[config.mk]
export PLATFORM = sky130hd
export DESIGN_NAME = ball_pattern_gen_flat
export DESIGN_NICKNAME = d
export VERILOG_FILES = /design/src/rtl/ball_pattern_gen_pkg.sv /design/src/rtl/ball_pattern_gen_if.sv /design/src/rtl/video_timing_gen.sv /design/src/rtl/ball_pattern_gen.sv /design/src/flat_wrapper.sv
export SDC_FILE = /design/constraint.sdc
export NUM_CORES = 1
export LEC_CHECK = 0
export CELL_PAD_IN_SITES_DETAIL_PLACEMENT = 0
export CELL_PAD_IN_SITES_GLOBAL_PLACEMENT = 2
export CORE_UTILIZATION = 43
export CTS_BUF_LIST = sky130_fd_sc_hd__clkbuf_4 sky130_fd_sc_hd__clkbuf_8
export DETAILED_ROUTE_END_ITERATION = 10
export DONT_BUFFER_PORTS = 1
export GPL_TIMING_DRIVEN = 0
export HOLD_SLACK_MARGIN = 0.05
export PLACE_DENSITY = 0.88
export SETUP_SLACK_MARGIN = 0.3
export SLEW_MARGIN = 30
export SYNTH_ARGS = -nofsm -noshare
export SYNTH_HDL_FRONTEND = slang
export SYNTH_SLANG_ARGS = --single-unit
[constraint.sdc]
create_clock -name clk -period 6.61 [get_ports clk]
set_clock_uncertainty 0.05 [all_clocks]
set_input_delay 0 -clock clk [delete_from_list [all_inputs] [get_ports clk]]
set_output_delay 0 -clock clk [all_outputs]
set_load 0.1 [all_outputs]
[src/rtl/ball_pattern_gen_pkg.sv]
// Shared image package: default video timing, RGB565 colour constants and
// the per-axis bouncing-ball motion step used by the pattern generators.
package ball_pattern_gen_pkg;

    localparam int DEF_H_ACTIVE  = 640;
    localparam int DEF_H_FP      = 16;
    localparam int DEF_H_SYNC    = 96;
    localparam int DEF_H_BP      = 48;
    localparam int DEF_V_ACTIVE  = 480;
    localparam int DEF_V_FP      = 10;
    localparam int DEF_V_SYNC    = 2;
    localparam int DEF_V_BP      = 33;
    localparam int DEF_BALL_SIZE = 16;

    localparam logic [15:0] RGB565_RED   = 16'hF800;
    localparam logic [15:0] RGB565_GREEN = 16'h07E0;
    localparam logic [15:0] RGB565_BLACK = 16'h0000;

    typedef enum logic {
        ST_IDLE = 1'b0,
        ST_RUN  = 1'b1
    } run_state_e;

    // One axis of ball motion: top-left coordinate plus travel direction.
    typedef struct packed {
        logic [10:0] pos;
        logic        dir_neg;
    } axis_t;

    // Moves one axis by step, clamping at 0 / lim and reversing there.
    // A zero step leaves both position and direction untouched.
    function automatic axis_t axis_step(axis_t cur, logic [3:0] step, logic [10:0] lim);
        axis_t       nxt;
        logic [11:0] sum;
        nxt = cur;
        sum = {1'b0, cur.pos} + {8'd0, step};
        if (step != 4'd0) begin
            if (!cur.dir_neg) begin
                if (sum >= {1'b0, lim}) begin
                    nxt.pos     = lim;
                    nxt.dir_neg = 1'b1;
                end else begin
                    nxt.pos = sum[10:0];
                end
            end else begin
                if (cur.pos <= {7'd0, step}) begin
                    nxt.pos     = '0;
                    nxt.dir_neg = 1'b0;
                end else begin
                    nxt.pos = cur.pos - {7'd0, step};
                end
            end
        end
        return nxt;
    endfunction

endpackage

[src/rtl/ball_pattern_gen_if.sv]
// Control and video bundle of the ball pattern generator.
interface ball_pattern_gen_if;
    import ball_pattern_gen_pkg::*;

    // No valid/ready pair: controls are level-sampled on every clock, and the
    // video side is a free-running stream without back-pressure, qualified
    // only by frame_de; all video outputs change together on the same edge.
    logic        enable;
    logic        pause;
    logic [3:0]  step_x;
    logic [3:0]  step_y;
    logic        frame_vsync;
    logic        frame_hsync;
    logic        frame_de;
    logic [15:0] frame_rgb;
    logic        frame_start;
    logic [9:0]  ball_x;
    logic [9:0]  ball_y;
    run_state_e  state_dbg;

    modport slave (
        input  enable, pause, step_x, step_y,
        output frame_vsync, frame_hsync, frame_de, frame_rgb, frame_start,
               ball_x, ball_y, state_dbg
    );

    modport master (
        output enable, pause, step_x, step_y,
        input  frame_vsync, frame_hsync, frame_de, frame_rgb, frame_start,
               ball_x, ball_y, state_dbg
    );

endinterface

[src/rtl/video_timing_gen.sv]
// Raster counters and combinational region decode (de / hsync / vsync) for
// one video mode; counters sit at zero whenever run is low.
module video_timing_gen
    import ball_pattern_gen_pkg::*;
#(
    parameter int H_ACTIVE = DEF_H_ACTIVE,
    parameter int H_FP     = DEF_H_FP,
    parameter int H_SYNC   = DEF_H_SYNC,
    parameter int H_BP     = DEF_H_BP,
    parameter int V_ACTIVE = DEF_V_ACTIVE,
    parameter int V_FP     = DEF_V_FP,
    parameter int V_SYNC   = DEF_V_SYNC,
    parameter int V_BP     = DEF_V_BP
) (
    input  logic        clk,
    input  logic        rst,
    input  logic        run,
    output logic [10:0] h_cnt,
    output logic [10:0] v_cnt,
    output logic        de,
    output logic        hsync,
    output logic        vsync,
    output logic        frame_last,
    output logic        update_pt
);

    localparam int H_TOTAL = H_ACTIVE + H_FP + H_SYNC + H_BP;
    localparam int V_TOTAL = V_ACTIVE + V_FP + V_SYNC + V_BP;

    localparam logic [10:0] HA      = 11'(H_ACTIVE);
    localparam logic [10:0] HS_BEG  = 11'(H_ACTIVE + H_FP);
    localparam logic [10:0] HS_END  = 11'(H_ACTIVE + H_FP + H_SYNC);
    localparam logic [10:0] H_LAST  = 11'(H_TOTAL - 1);
    localparam logic [10:0] VA      = 11'(V_ACTIVE);
    localparam logic [10:0] VA_LAST = 11'(V_ACTIVE - 1);
    localparam logic [10:0] VS_BEG  = 11'(V_ACTIVE + V_FP);
    localparam logic [10:0] VS_END  = 11'(V_ACTIVE + V_FP + V_SYNC);
    localparam logic [10:0] V_LAST  = 11'(V_TOTAL - 1);

    logic line_last;

    always_ff @(posedge clk) begin
        if (rst || !run) begin
            h_cnt <= '0;
            v_cnt <= '0;
        end else if (line_last) begin
            h_cnt <= '0;
            v_cnt <= (v_cnt == V_LAST) ? 11'd0 : v_cnt + 11'd1;
        end else begin
            h_cnt <= h_cnt + 11'd1;
        end
    end

    assign line_last  = (h_cnt == H_LAST);
    assign frame_last = line_last && (v_cnt == V_LAST);
    // Last clock of the last active line: the ball can move without tearing.
    assign update_pt  = line_last && (v_cnt == VA_LAST);

    assign de    = (h_cnt < HA) && (v_cnt < VA);
    assign hsync = (h_cnt >= HS_BEG) && (h_cnt < HS_END);
    assign vsync = (v_cnt >= VS_BEG) && (v_cnt < VS_END);

endmodule

[src/rtl/ball_pattern_gen.sv]
// Bouncing-ball test pattern: run/idle control, per-frame ball motion and
// colour mux, with every video output registered one clock after the counters.
module ball_pattern_gen
    import ball_pattern_gen_pkg::*;
#(
    parameter int          H_ACTIVE  = DEF_H_ACTIVE,
    parameter int          H_FP      = DEF_H_FP,
    parameter int          H_SYNC    = DEF_H_SYNC,
    parameter int          H_BP      = DEF_H_BP,
    parameter int          V_ACTIVE  = DEF_V_ACTIVE,
    parameter int          V_FP      = DEF_V_FP,
    parameter int          V_SYNC    = DEF_V_SYNC,
    parameter int          V_BP      = DEF_V_BP,
    parameter int          BALL_SIZE = DEF_BALL_SIZE,
    parameter logic [15:0] BALL_RGB  = RGB565_RED,
    parameter logic [15:0] BG_RGB    = RGB565_GREEN
) (
    input logic               clk,
    input logic               rst,
    ball_pattern_gen_if.slave bus
);

    localparam logic [10:0] XMAX   = 11'(H_ACTIVE - BALL_SIZE);
    localparam logic [10:0] YMAX   = 11'(V_ACTIVE - BALL_SIZE);
    localparam logic [10:0] BALL_W = 11'(BALL_SIZE);
    localparam logic [10:0] HALF   = 11'(BALL_SIZE / 2);

    logic [10:0] h_cnt;
    logic [10:0] v_cnt;
    logic        de;
    logic        hsync;
    logic        vsync;
    logic        frame_last;
    logic        update_pt;

    run_state_e  state_q;
    run_state_e  state_d;
    logic        run;

    axis_t       ax_q;
    axis_t       ay_q;

    logic        frame_first;
    logic        in_ball;
    logic [15:0] rgb_d;

    logic        de_q;
    logic        hs_q;
    logic        vs_q;
    logic        start_q;
    logic [15:0] rgb_q;
    logic [9:0]  ball_x_q;
    logic [9:0]  ball_y_q;

    video_timing_gen #(
        .H_ACTIVE (H_ACTIVE),
        .H_FP     (H_FP),
        .H_SYNC   (H_SYNC),
        .H_BP     (H_BP),
        .V_ACTIVE (V_ACTIVE),
        .V_FP     (V_FP),
        .V_SYNC   (V_SYNC),
        .V_BP     (V_BP)
    ) u_timing (
        .clk        (clk),
        .rst        (rst),
        .run        (run),
        .h_cnt      (h_cnt),
        .v_cnt      (v_cnt),
        .de         (de),
        .hsync      (hsync),
        .vsync      (vsync),
        .frame_last (frame_last),
        .update_pt  (update_pt)
    );

    always_ff @(posedge clk) begin
        if (rst) begin
            state_q <= ST_IDLE;
        end else begin
            state_q <= state_d;
        end
    end

    // Stopping is deferred to the frame boundary so a frame is never cut short.
    always_comb begin
        state_d = state_q;
        case (state_q)
            ST_IDLE: if (bus.enable) state_d = ST_RUN;
            ST_RUN:  if (frame_last && !bus.enable) state_d = ST_IDLE;
            default: state_d = ST_IDLE;
        endcase
    end

    assign run = (state_q == ST_RUN);

    always_ff @(posedge clk) begin
        if (rst) begin
            ax_q <= '0;
            ay_q <= '0;
        end else if (run && update_pt && !bus.pause) begin
            ax_q <= axis_step(ax_q, bus.step_x, XMAX);
            ay_q <= axis_step(ay_q, bus.step_y, YMAX);
        end
    end

    always_comb begin
        frame_first = (h_cnt == 11'd0) && (v_cnt == 11'd0);
        in_ball     = (h_cnt >= ax_q.pos) && (h_cnt < ax_q.pos + BALL_W) &&
                      (v_cnt >= ay_q.pos) && (v_cnt < ay_q.pos + BALL_W);
        rgb_d       = '0;
        if (de) begin
            rgb_d = in_ball ? BALL_RGB : BG_RGB;
        end
    end

    // ball_x/ball_y latch alongside frame_start and describe the whole frame.
    always_ff @(posedge clk) begin
        if (rst || !run) begin
            de_q     <= 1'b0;
            hs_q     <= 1'b0;
            vs_q     <= 1'b0;
            start_q  <= 1'b0;
            rgb_q    <= '0;
            ball_x_q <= '0;
            ball_y_q <= '0;
        end else begin
            de_q    <= de;
            hs_q    <= hsync;
            vs_q    <= vsync;
            start_q <= frame_first;
            rgb_q   <= rgb_d;
            if (frame_first) begin
                ball_x_q <= 10'(ax_q.pos + HALF);
                ball_y_q <= 10'(ay_q.pos + HALF);
            end
        end
    end

    assign bus.frame_de    = de_q;
    assign bus.frame_hsync = hs_q;
    assign bus.frame_vsync = vs_q;
    assign bus.frame_start = start_q;
    assign bus.frame_rgb   = rgb_q;
    assign bus.ball_x      = ball_x_q;
    assign bus.ball_y      = ball_y_q;
    assign bus.state_dbg   = state_q;

endmodule

[src/flat_wrapper.sv]
// flat-port wrapper written by rule: the top's interface ports become plain ports
module ball_pattern_gen_flat import ball_pattern_gen_pkg::*;
#(
    parameter int          H_ACTIVE  = DEF_H_ACTIVE,
    parameter int          H_FP      = DEF_H_FP,
    parameter int          H_SYNC    = DEF_H_SYNC,
    parameter int          H_BP      = DEF_H_BP,
    parameter int          V_ACTIVE  = DEF_V_ACTIVE,
    parameter int          V_FP      = DEF_V_FP,
    parameter int          V_SYNC    = DEF_V_SYNC,
    parameter int          V_BP      = DEF_V_BP,
    parameter int          BALL_SIZE = DEF_BALL_SIZE,
    parameter logic [15:0] BALL_RGB  = RGB565_RED,
    parameter logic [15:0] BG_RGB    = RGB565_GREEN
)
  (clk, rst, bus_enable, bus_pause, bus_step_x, bus_step_y, bus_frame_vsync, bus_frame_hsync, bus_frame_de, bus_frame_rgb, bus_frame_start, bus_ball_x, bus_ball_y, bus_state_dbg);
  ball_pattern_gen_if bus_i ();
  input logic clk;
  input logic rst;
  input wire logic [$bits(bus_i.enable)-1:0] bus_enable;
  input wire logic [$bits(bus_i.pause)-1:0] bus_pause;
  input wire logic [$bits(bus_i.step_x)-1:0] bus_step_x;
  input wire logic [$bits(bus_i.step_y)-1:0] bus_step_y;
  output wire logic [$bits(bus_i.frame_vsync)-1:0] bus_frame_vsync;
  output wire logic [$bits(bus_i.frame_hsync)-1:0] bus_frame_hsync;
  output wire logic [$bits(bus_i.frame_de)-1:0] bus_frame_de;
  output wire logic [$bits(bus_i.frame_rgb)-1:0] bus_frame_rgb;
  output wire logic [$bits(bus_i.frame_start)-1:0] bus_frame_start;
  output wire logic [$bits(bus_i.ball_x)-1:0] bus_ball_x;
  output wire logic [$bits(bus_i.ball_y)-1:0] bus_ball_y;
  output wire logic [$bits(bus_i.state_dbg)-1:0] bus_state_dbg;
  assign bus_i.enable = bus_enable;
  assign bus_i.pause = bus_pause;
  assign bus_i.step_x = bus_step_x;
  assign bus_i.step_y = bus_step_y;
  assign bus_frame_vsync = bus_i.frame_vsync;
  assign bus_frame_hsync = bus_i.frame_hsync;
  assign bus_frame_de = bus_i.frame_de;
  assign bus_frame_rgb = bus_i.frame_rgb;
  assign bus_frame_start = bus_i.frame_start;
  assign bus_ball_x = bus_i.ball_x;
  assign bus_ball_y = bus_i.ball_y;
  assign bus_state_dbg = bus_i.state_dbg;
  ball_pattern_gen #(.H_ACTIVE(H_ACTIVE), .H_FP(H_FP), .H_SYNC(H_SYNC), .H_BP(H_BP), .V_ACTIVE(V_ACTIVE), .V_FP(V_FP), .V_SYNC(V_SYNC), .V_BP(V_BP), .BALL_SIZE(BALL_SIZE), .BALL_RGB(BALL_RGB), .BG_RGB(BG_RGB)) u_core (.clk(clk), .rst(rst), .bus(bus_i));
endmodule
==> impl_metrics.tcl <==
set metrics [dict create \
    rsz0062_at_grt "false" \
    rows 42 \
    synth.avg_cell_area_sq_um 8.28 \
    port_buffers 0 \
    clkPwrFrac_pct 35.8 \
    clock_latency_ps 370 \
    postLayoutCoreUtil_pct 47.4 \
    io_pins 53 \
    dpl.hpwl_um 12500 \
    totalPowerFinal_mw 0.872 \
    synthArstFlopShare_pct 0 \
    antennaDiodeCount 0 \
    totalWireLength_um 16100 \
    start_kind "register" \
    seqPwrFrac_pct 53.5 \
    drtAntennaViolNets 0 \
    period_minus_slack_ps 3390 \
    synth_warnings 0 \
    yosysTopAreaCell "dfxtp_1" \
    worst_slack_ps 3220 \
    layout_common_cells "93 x nor2_1, 70 x dfxtp_1, 62 x ha_1, 46 x inv_1, 45 x xnor2_1" \
    routedWlPerCell_um 17.8 \
    power.switching_mw 0.265 \
    cp-end-kind "register" \
    clk_pin_slew_ps 80 \
    synth_edf_count 0 \
    synth_area_sq_um 5820 \
    holdWs_ps 90.0 \
    intPower_mw 0.607 \
    cp.required_ps 6820 \
    via_count 5124 \
    fmax_mhz 295 \
    syn_inst 703 \
    cts_root_buf "clkbuf_8" \
    cp.arrival_ps 3600 \
    cts_resized 0 \
    fin_nets 801 \
    cts_buffers 9 \
    nFillCells 1355 \
    worstSetupPathType "reg -> reg" \
    status "complete, no violations" \
    cp_max_fo 7 \
    ys.flop_type "dfxtp_1" \
    finalCritPeriodShare_pct 51.3 \
    yosysSeqAreaShare_pct 25.1 \
    dieArea_sq_um 14000 \
    dr.pass1.iters 4 \
    setup_tns_ps 0 \
    drive_above_1_share_pct 11.6 \
    pwr-share-comb_pct 10.7 \
    synth_area_leaders "dfxtp_1 25%, ha_1 13%, xnor2_1 6.8%" \
    drt_iter0_drc 369 \
    relSlewSlack_pct 32.3 \
    overflow 0 \
    htree_levels 3 \
    ir_drop_mv 0.0840 \
    finalSetupViolations 0 \
    die_y_um 118 \
    placed_cell_area_sq_um 6060 \
    cts.repair_timing.setup_buffer_count 0 \
    dp.cells 883 \
    grt_pass1_wl_um 26300 \
    drv_slew 0 \
    p_leak_nw 2.48 \
    p_per_area_nw_per_um2 139 \
    worst_slew_pin_slew_ps 1010 \
    track_usage_pct 24.1 \
    yosysUniqueCellTypes 88 \
    grt_pass1_vias 4899 \
    hold_violations 0 \
    place_congestion 0.891 \
    switching_share_pct 30.4 \
    drc 0 \
    dp_slack_ps 3590 \
    chipWidth_um 118 \
    synth_seq_cells 73 \
    syn2layout_area_growth_pct 7.83 \
    antenna_found_initial 0 \
    stdcell_area_sq_um 6270 \
    grt_max_degree 12 \
    core_sq_um 13200 \
    synth_top_cell_area_share_pct 25.1 \
    finalNonFillerCells 902 \
    drv_cap 0 \
    routed_via_density 5.68 \
    cts_tree "built" \
    final_common_cell "nor2_1" \
    hp-class "in -> reg" \
    start_util_pct 43.9 \
    clock-sinks 73 \
    clock_path_buffers 2 \
]
[critical path, cell delays in order, from the launching register on]
cell and delay, ps:
dfxtp_2 700, nand4_1 160, or4_4 510, nor3_4 380, o41a_1 480, o211ai_1 160, a21oi_1 180, a2111oi_2 70
dlygate4sd3_1 580
[state kept, by name (all words and copies together) (netlist names)]
register	cells
u_core.ax_q	12
u_core.ay_q	12
u_core.bus.ball_x	10
u_core.bus.ball_y	10
u_core.bus.frame_de	1
u_core.bus.frame_hsync	1
u_core.bus.frame_rgb	2
u_core.bus.frame_start	1
u_core.bus.frame_vsync	1
u_core.bus.state_dbg	1
u_core.u_timing.h_cnt	11
u_core.u_timing.v_cnt	11
[layer usage]
| layer | GRT usage [%] | wire, um | vias up |
|---|---|---|---|
| li1 | - | - | 2526 |
| met5 | 0 | 0 | - |
| met4 | 8.73 | 320 | 0 |
| met3 | 5.74 | 1070 | 19 |
| met1 | 34.6 | 8050 | 2429 |
| met2 | 34.8 | 6660 | 150 |
[worst paths after layout]
kind | from | endpoint | slack, ps | cells after the start
setup / recovery | u_core.bus.state_dbg$_SDFF_PP0_ | u_core.ay_q[4]$_SDFFE_PP0P_ | 3220 | 8
setup reg to reg | u_core.bus.state_dbg$_SDFF_PP0_ | u_core.ay_q[4]$_SDFFE_PP0P_ | 3220 | 8
hold / removal | bus_step_y[1] | u_core.ay_q[2]$_SDFFE_PP0P_ | 90 | 3
hold reg to reg | u_core.u_timing.h_cnt[0]$_SDFF_PP0_ | u_core.u_timing.h_cnt[0]$_SDFF_PP0_ | 420 | 1
[Yosys cell counts, types with 11 or more instances]
library cell and count:
nor2_1 93, dfxtp_1 73, ha_1 62, inv_1 46, xnor2_1 45, a21oi_1 43, nand2_1 30, o21ai_0 28
nand3_1 22, clkbuf_1 17, buf_4 14, nand4_1 13, a31oi_1 12, nor3_1 12, mux2i_1 11
[power by group through the flow]
stage	clock network (mW)	registers [mW]	logic [mW]
2_1_floorplan	0	0.476	0.0735
3_3_place_gp	0	0.477	0.0903
3_5_place_dp	0	0.477	0.0909
4_1_cts	0.324	0.467	0.0931
5_1_grt	0.340	0.467	0.100
6_report	0.312	0.467	0.0930
[timing repair]
action,4_1_cts,5_1_grt
hold buffers,5,0
endpoints found under the hold margin,4,0
endpoints found under the setup margin,0,0
[logic make-up after synthesis]
family / after synthesis / share of synthesized area, %
other: 1 / 0.0644
xor gates and xnor gates: 56 / 8.56
buffers and inverters: 94 / 7.29
muxes: 12 / 2.15
DFF: 73 / 25.1
AOI/OAI and AO/OA: 161 / 19.6
adders and majority gates: 66 / 14.7
and+or+nand+nor: 240 / 22.5
[cell type report]
type / instances / area, sq um / area share (%)
Tap cell: 176 / 220 / 3.51
Clock inverter: 3 / 20.0 / 0.319
Buffer: 43 / 233 / 3.71
Clock buffer: 11 / 139 / 2.21
Inverter: 51 / 191 / 3.05
Multi-Input combinational cell: 540 / 3960 / 63.1
Timing Repair Buffer: 5 / 50.0 / 0.798
Sequential cell: 73 / 1470 / 23.4
No activity file was read; power rests on OpenSTA's default activity.
